$ cat src/rtl/riscv_pkg.sv
// Shared widths, the MEM-stage state type and the MEM/WB register layout.
package riscv_pkg;

  localparam int XLEN             = 32;
  localparam int REGADDR          = 5;
  localparam int MAX_WAIT_DEFAULT = 15;

  typedef enum logic {
    IDLE = 1'b0,
    BUSY = 1'b1
  } mem_state_t;

  typedef struct packed {
    logic               mem_to_reg;
    logic               reg_write;
    logic [XLEN-1:0]    read_data;
    logic [XLEN-1:0]    alu_result;
    logic [REGADDR-1:0] rd_addr;
  } mem_wb_t;

endpackage

$ cat src/rtl/mem_wb_reg.sv
// MEM/WB pipeline register; loads every edge, hold/bubble decisions live in the stage mux.
module mem_wb_reg
  import riscv_pkg::*;
(
  input  logic    clk,
  input  logic    rst_n,
  input  mem_wb_t d,
  output mem_wb_t q
);

  always_ff @(posedge clk or negedge rst_n) begin
    if (!rst_n) begin
      q <= '0;
    end else begin
      q <= d;
    end
  end

endmodule

$ cat src/rtl/mem_stage.sv
// Pipeline MEM stage: issues one data-bus access at a time, stalls upstream until
// ack, aborts on misalignment or after MAX_WAIT busy cycles.
module mem_stage
  import riscv_pkg::*;
#(
  parameter int MAX_WAIT = MAX_WAIT_DEFAULT
) (
  input  logic               clk,
  input  logic               rst_n,
  input  logic               MemtoReg_mem,
  input  logic               RegWrite_mem,
  input  logic               MemWrite_mem,
  input  logic [XLEN-1:0]    ALUResult_mem,
  input  logic [XLEN-1:0]    MemWriteData_mem,
  input  logic [REGADDR-1:0] rdAddr_mem,
  output logic               dmem_req,
  output logic               dmem_we,
  output logic [XLEN-1:0]    dmem_addr,
  output logic [XLEN-1:0]    dmem_wdata,
  input  logic [XLEN-1:0]    dmem_rdata,
  input  logic               dmem_ack,
  output logic               stall_mem,
  output logic               mem_err,
  output logic               MemtoReg_wb,
  output logic               RegWrite_wb,
  output logic [XLEN-1:0]    MemReadData_wb,
  output logic [XLEN-1:0]    ALUResult_wb,
  output logic [REGADDR-1:0] rdAddr_wb
);

  localparam logic [3:0] WAIT_LIMIT = 4'(MAX_WAIT - 1);

  mem_state_t         state, state_next;
  logic [3:0]         wait_cnt;
  logic [XLEN-1:0]    addr_q, wdata_q;
  logic [REGADDR-1:0] rd_q;
  logic               we_q, mem_to_reg_q, reg_write_q;
  logic               err_q, err_next, latch_access;
  logic               is_access, aligned, busy, timeout;
  mem_wb_t            wb_q, wb_next;

  assign is_access = MemtoReg_mem | MemWrite_mem;
  assign aligned   = (ALUResult_mem[1:0] == 2'b00);
  assign busy      = (state == BUSY);
  assign timeout   = busy && !dmem_ack && (wait_cnt == WAIT_LIMIT);

  // Bubbles clear only the writeback controls; the data fields simply hold.
  always_comb begin
    state_next           = state;
    stall_mem            = 1'b0;
    err_next             = 1'b0;
    latch_access         = 1'b0;
    wb_next.mem_to_reg   = 1'b0;
    wb_next.reg_write    = 1'b0;
    wb_next.read_data    = wb_q.read_data;
    wb_next.alu_result   = wb_q.alu_result;
    wb_next.rd_addr      = wb_q.rd_addr;
    case (state)
      IDLE: begin
        if (is_access) begin
          if (aligned) begin
            latch_access = 1'b1;
            state_next   = BUSY;
            stall_mem    = 1'b1;
          end else begin
            err_next = 1'b1;
          end
        end else begin
          wb_next.reg_write  = RegWrite_mem;
          wb_next.alu_result = ALUResult_mem;
          wb_next.rd_addr    = rdAddr_mem;
        end
      end
      BUSY: begin
        if (dmem_ack) begin
          state_next         = IDLE;
          wb_next.mem_to_reg = mem_to_reg_q;
          wb_next.reg_write  = reg_write_q & ~we_q;
          wb_next.read_data  = mem_to_reg_q ? dmem_rdata : wb_q.read_data;
          wb_next.alu_result = addr_q;
          wb_next.rd_addr    = rd_q;
        end else if (timeout) begin
          state_next = IDLE;
          err_next   = 1'b1;
        end else begin
          stall_mem = 1'b1;
        end
      end
      default: state_next = IDLE;
    endcase
  end

  always_ff @(posedge clk or negedge rst_n) begin
    if (!rst_n) begin
      state        <= IDLE;
      wait_cnt     <= '0;
      err_q        <= 1'b0;
      addr_q       <= '0;
      wdata_q      <= '0;
      rd_q         <= '0;
      we_q         <= 1'b0;
      mem_to_reg_q <= 1'b0;
      reg_write_q  <= 1'b0;
    end else begin
      state <= state_next;
      err_q <= err_next;
      if (busy && state_next == BUSY) begin
        if (wait_cnt != 4'hF) begin
          wait_cnt <= wait_cnt + 4'd1;
        end
      end else begin
        wait_cnt <= '0;
      end
      if (latch_access) begin
        addr_q       <= ALUResult_mem;
        wdata_q      <= MemWriteData_mem;
        rd_q         <= rdAddr_mem;
        we_q         <= MemWrite_mem;
        mem_to_reg_q <= MemtoReg_mem;
        reg_write_q  <= RegWrite_mem;
      end
    end
  end

  mem_wb_reg u_mem_wb_reg (
    .clk   (clk),
    .rst_n (rst_n),
    .d     (wb_next),
    .q     (wb_q)
  );

  // Request follows the state so an async reset drops it immediately.
  assign dmem_req       = busy;
  assign dmem_we        = busy & we_q;
  assign dmem_addr      = addr_q;
  assign dmem_wdata     = wdata_q;
  assign mem_err        = err_q;
  assign MemtoReg_wb    = wb_q.mem_to_reg;
  assign RegWrite_wb    = wb_q.reg_write;
  assign MemReadData_wb = wb_q.read_data;
  assign ALUResult_wb   = wb_q.alu_result;
  assign rdAddr_wb      = wb_q.rd_addr;

endmodule
$ cat config.mk
export PLATFORM = sky130hd
export DESIGN_NAME = mem_stage
export DESIGN_NICKNAME = d
export VERILOG_FILES = /design/src/rtl/riscv_pkg.sv /design/src/rtl/mem_wb_reg.sv /design/src/rtl/mem_stage.sv
export SDC_FILE = /design/constraint.sdc
export NUM_CORES = 1
export LEC_CHECK = 0
export ABC_AREA = 1
export ABC_CLOCK_PERIOD_IN_PS = 2500
export CAP_MARGIN = 30
export CORE_MARGIN = 8
export CORE_UTILIZATION = 49
export CTS_BUF_LIST = sky130_fd_sc_hd__clkbuf_8
export DETAILED_ROUTE_END_ITERATION = 16
export PLACE_DENSITY_LB_ADDON = 0.25
export SLEW_MARGIN = 20
export SYNTH_ARGS = -nofsm -noshare
export SYNTH_HDL_FRONTEND = slang
export SYNTH_SLANG_ARGS = --single-unit
$ cat constraint.sdc
create_clock -name clk -period 2.5 [get_ports clk]
set_input_delay 0.5 -clock clk [delete_from_list [all_inputs] [get_ports clk]]
set_output_delay 0.5 -clock clk [all_outputs]
set_load 0.05 [all_outputs]
==> results.py <==
metrics = {
    "grt": {
        "track_usage": 0.236,
        "grt_max_degree": 89,
        "antenna_found_initial": 0,
        "gr-total-overflow": 0,
        "grt_pass1_vias": 6232,
        "grt_pass1_wl_um": 33300,
    },
    "detailed_routing": {
        "viasPerCell": 5.15,
        "drt-met1-wl_um": 8330,
        "num_vias": 6196,
        "firstDrtPassIters": 5,
        "drtIter0Drc": 512,
        "avgRoutedWirePerCell_um": 16.9,
        "ant_nets": 0,
        "drc": 0,
        "met2RoutedLength_um": 9670,
        "met3_length_um": 1780,
        "drt_wl_total_um": 20300,
        "highest_layer": "met4",
    },
    "worst_setup_path": {
        "required_ns": 2.00,
        "rr_startpoint": "dmem_req",
        "endpoint_kind": "output port",
        "r2r_end": "u_mem_wb_reg.q[12]",
        "crit_type": "flop to output port",
        "worstPathArrival_ns": 1.77,
        "start_kind": "flop",
        "worstRegToRegCells": 7,
        "worst-path-max-fanout": 5,
        "rrSetupSlack_ns": 0.84,
    },
    "pwr": {
        "comb_power_share": 0.470,
        "p_sw_mw": 4.34,
        "p_sw_frac": 0.443,
        "vdd_drop_max_mv": 0.540,
        "p_leak_nw": 4.76,
        "pwr-share-clk": 0.184,
        "internal-power_mw": 5.45,
        "power_density_nw_per_um2": 1030,
        "seq_power_share": 0.346,
    },
    "yosys": {
        "yosys.cell_types.count": 20,
        "syn_area_per_cell_um2": 8.28,
        "synthTopCellsByArea": "dfrtp_1, nand2_1, nand4_1",
        "yosys_warnings": 0,
        "yosys.area.top_type": "dfrtp_1",
        "syn-num-nets": 901,
        "syn_inst": 792,
        "ys_seq_area_frac": 0.568,
        "synth_area_um2": 6560,
        "ys_ff_latch": 149,
        "synth_top_area_share": 0.568,
    },
    "timing": {
        "fin_crit_ns": 2.27,
        "max_freq_ghz": 0.440,
        "worst_clock_skew_ns": 0.0101,
        "drv_slew": 0,
        "worst_pin_slew_ns": 0.880,
        "rsz0062_at_grt": "false",
        "finalHoldViolations": 0,
        "fin_crit_sh": 0.909,
        "setup_viol": 0,
        "slew_headroom": 0.413,
        "tns_ns": 0,
    },
    "clock_tree": {
        "clock_tree.root_cell": "clkbuf_8",
        "postCtsSetupBuffers": 0,
        "cts_buffers": 17,
        "hold_buffers": 0,
        "cts.clk_slew.worst_paths_ns": 0.07,
        "cts.sinks": 149,
        "cts_resized": 0,
        "cts-htree-levels": 4,
        "clock_path_buffers": 2,
        "cts_tree": "yes",
        "clock_latency_ns": 0.44,
    },
    "floorplan": {
        "top_level_ports": 246,
        "dieWidth_um": 132,
        "initial_utilization": 0.499,
        "die_height_um": 132,
        "core_area_um2": 13100,
        "dieArea_um2": 17300,
        "std_cell_rows": 42,
    },
    "layout": {
        "multi_input_area_um2": 2470,
        "regArea_um2": 3730,
        "final_cells": 1203,
        "final_layout_size_suffix_gt1_frac": 0.0574,
        "num-fill-cells": 1048,
        "area_growth_pct": 45.4,
        "final_net_count": 1123,
        "antenna_cells": 0,
    },
    "placement": {
        "dp_cells": 1171,
        "numPortBuffers": 245,
        "place_congestion": 0.765,
        "dp_hpwl_um": 13900,
    },
    "run": {
        "cap_violations": 0,
    },
    "run_status": {
        "status": "finished clean",
    },
    "hold_path": {
        "hold_path.class": "primary input to async pin",
    },
}
==> final cells by class <==
type	count	share of cell area
Inverter	14	0.00564
Timing Repair Buffer	262	0.280
Sequential cell	149	0.391
Clock buffer	20	0.0289
Tap cell	176	0.0231
Clock inverter	12	0.0118
Multi-Input combinational cell	570	0.260
==> sequential cells by signal (all words and copies together), names as in the netlist <==
register	flops
u_mem_wb_reg.q	71
dmem_addr	32
dmem_wdata	32
rd_q	5
wait_cnt	4
dmem_req	1
mem_err	1
mem_to_reg_q	1
reg_write_q	1
we_q	1
==> Yosys cell counts, drive strengths merged <==
cell type,n
nand3,79
nand2,403
buf,39
nand4,70
dfrtp,149
nor2,8
o21ai,6
inv,14
a21oi,2
clkbuf,20
ha,2
==> power by group through the flow <==
stage                     clock, mW  sequential (mW)  combinational, mW
after floorplan                   0             5.50              0.784
after global placement            0             3.41               4.60
after detailed placement          0             3.43               4.64
after CTS                      1.85             3.39               4.66
after global routing           1.95             3.48               4.87
final                          1.80             3.39               4.61
==> through the flow <==
stage	setup WS (ns)	util	power [mW]	cell area, um2	hold WS, ns
3_5_place_dp	0.355	0.696	8.07	9140	0.458
6_report	0.228	0.726	9.80	9540	0.0157
2_1_floorplan	0.397	-	6.29	6560	0.204
3_3_place_gp	0.387	0.696	8.00	9140	0.452
5_1_grt	0.0921	0.726	10.3	9540	0.0289
4_1_cts	0.0500	0.726	9.89	9530	0.0155
==> routing by layer <==
layer | up-vias | global-route usage
met5 | - | 0
met4 | 0 | 0.0906
met3 | 34 | 0.0926
met2 | 247 | 0.379
met1 | 2904 | 0.280
li1 | 3011 | -
==> worst max-delay path: stages, from the launching register on <==
cell	delay, ns
dfrtp_1	0.43
inv_1	0.09
ha_1	0.15
inv_1	0.05
o21ai_2	0.26
nand2_1	0.17
buf_12	0.19
==> cell families (layout without fill, tap and decap cells) <==
kind of cell,after synthesis,in the layout,synth area share
adders and majority gates,2,2,0.00381
and+or+nand+nor,560,560,0.367
DFF,149,149,0.568
AOI/OAI and AO/OA,8,8,0.00610
buffers and inverters,73,308,0.0549
==> layout by cell type (no fill, tap or decap), drive strengths merged <==
master,Yosys,routed
a21oi,2,2
buf,39,22
bufinv,0,2
clkbuf,20,20
clkdlybuf4s50,0,240
clkinv,0,7
clkinvlp,0,1
dfrtp,149,149
ha,2,2
inv,14,16
nand2,403,403
nand3,79,79
nand4,70,70
nor2,8,8
o21ai,6,6
==> worst max-delay path by stage <==
stage	from	to	slack (ns)	depth (start not counted)
after floorplan	dmem_req	stall_mem	0.40	6
after global placement	MemtoReg_mem	stall_mem	0.39	6
after detailed placement	MemtoReg_mem	stall_mem	0.36	6
after CTS	wait_cnt[0]	stall_mem	0.05	6
after global routing	wait_cnt[0]	stall_mem	0.09	6
final	wait_cnt[0]	stall_mem	0.23	6
Power figures use the tool's default switching activity.
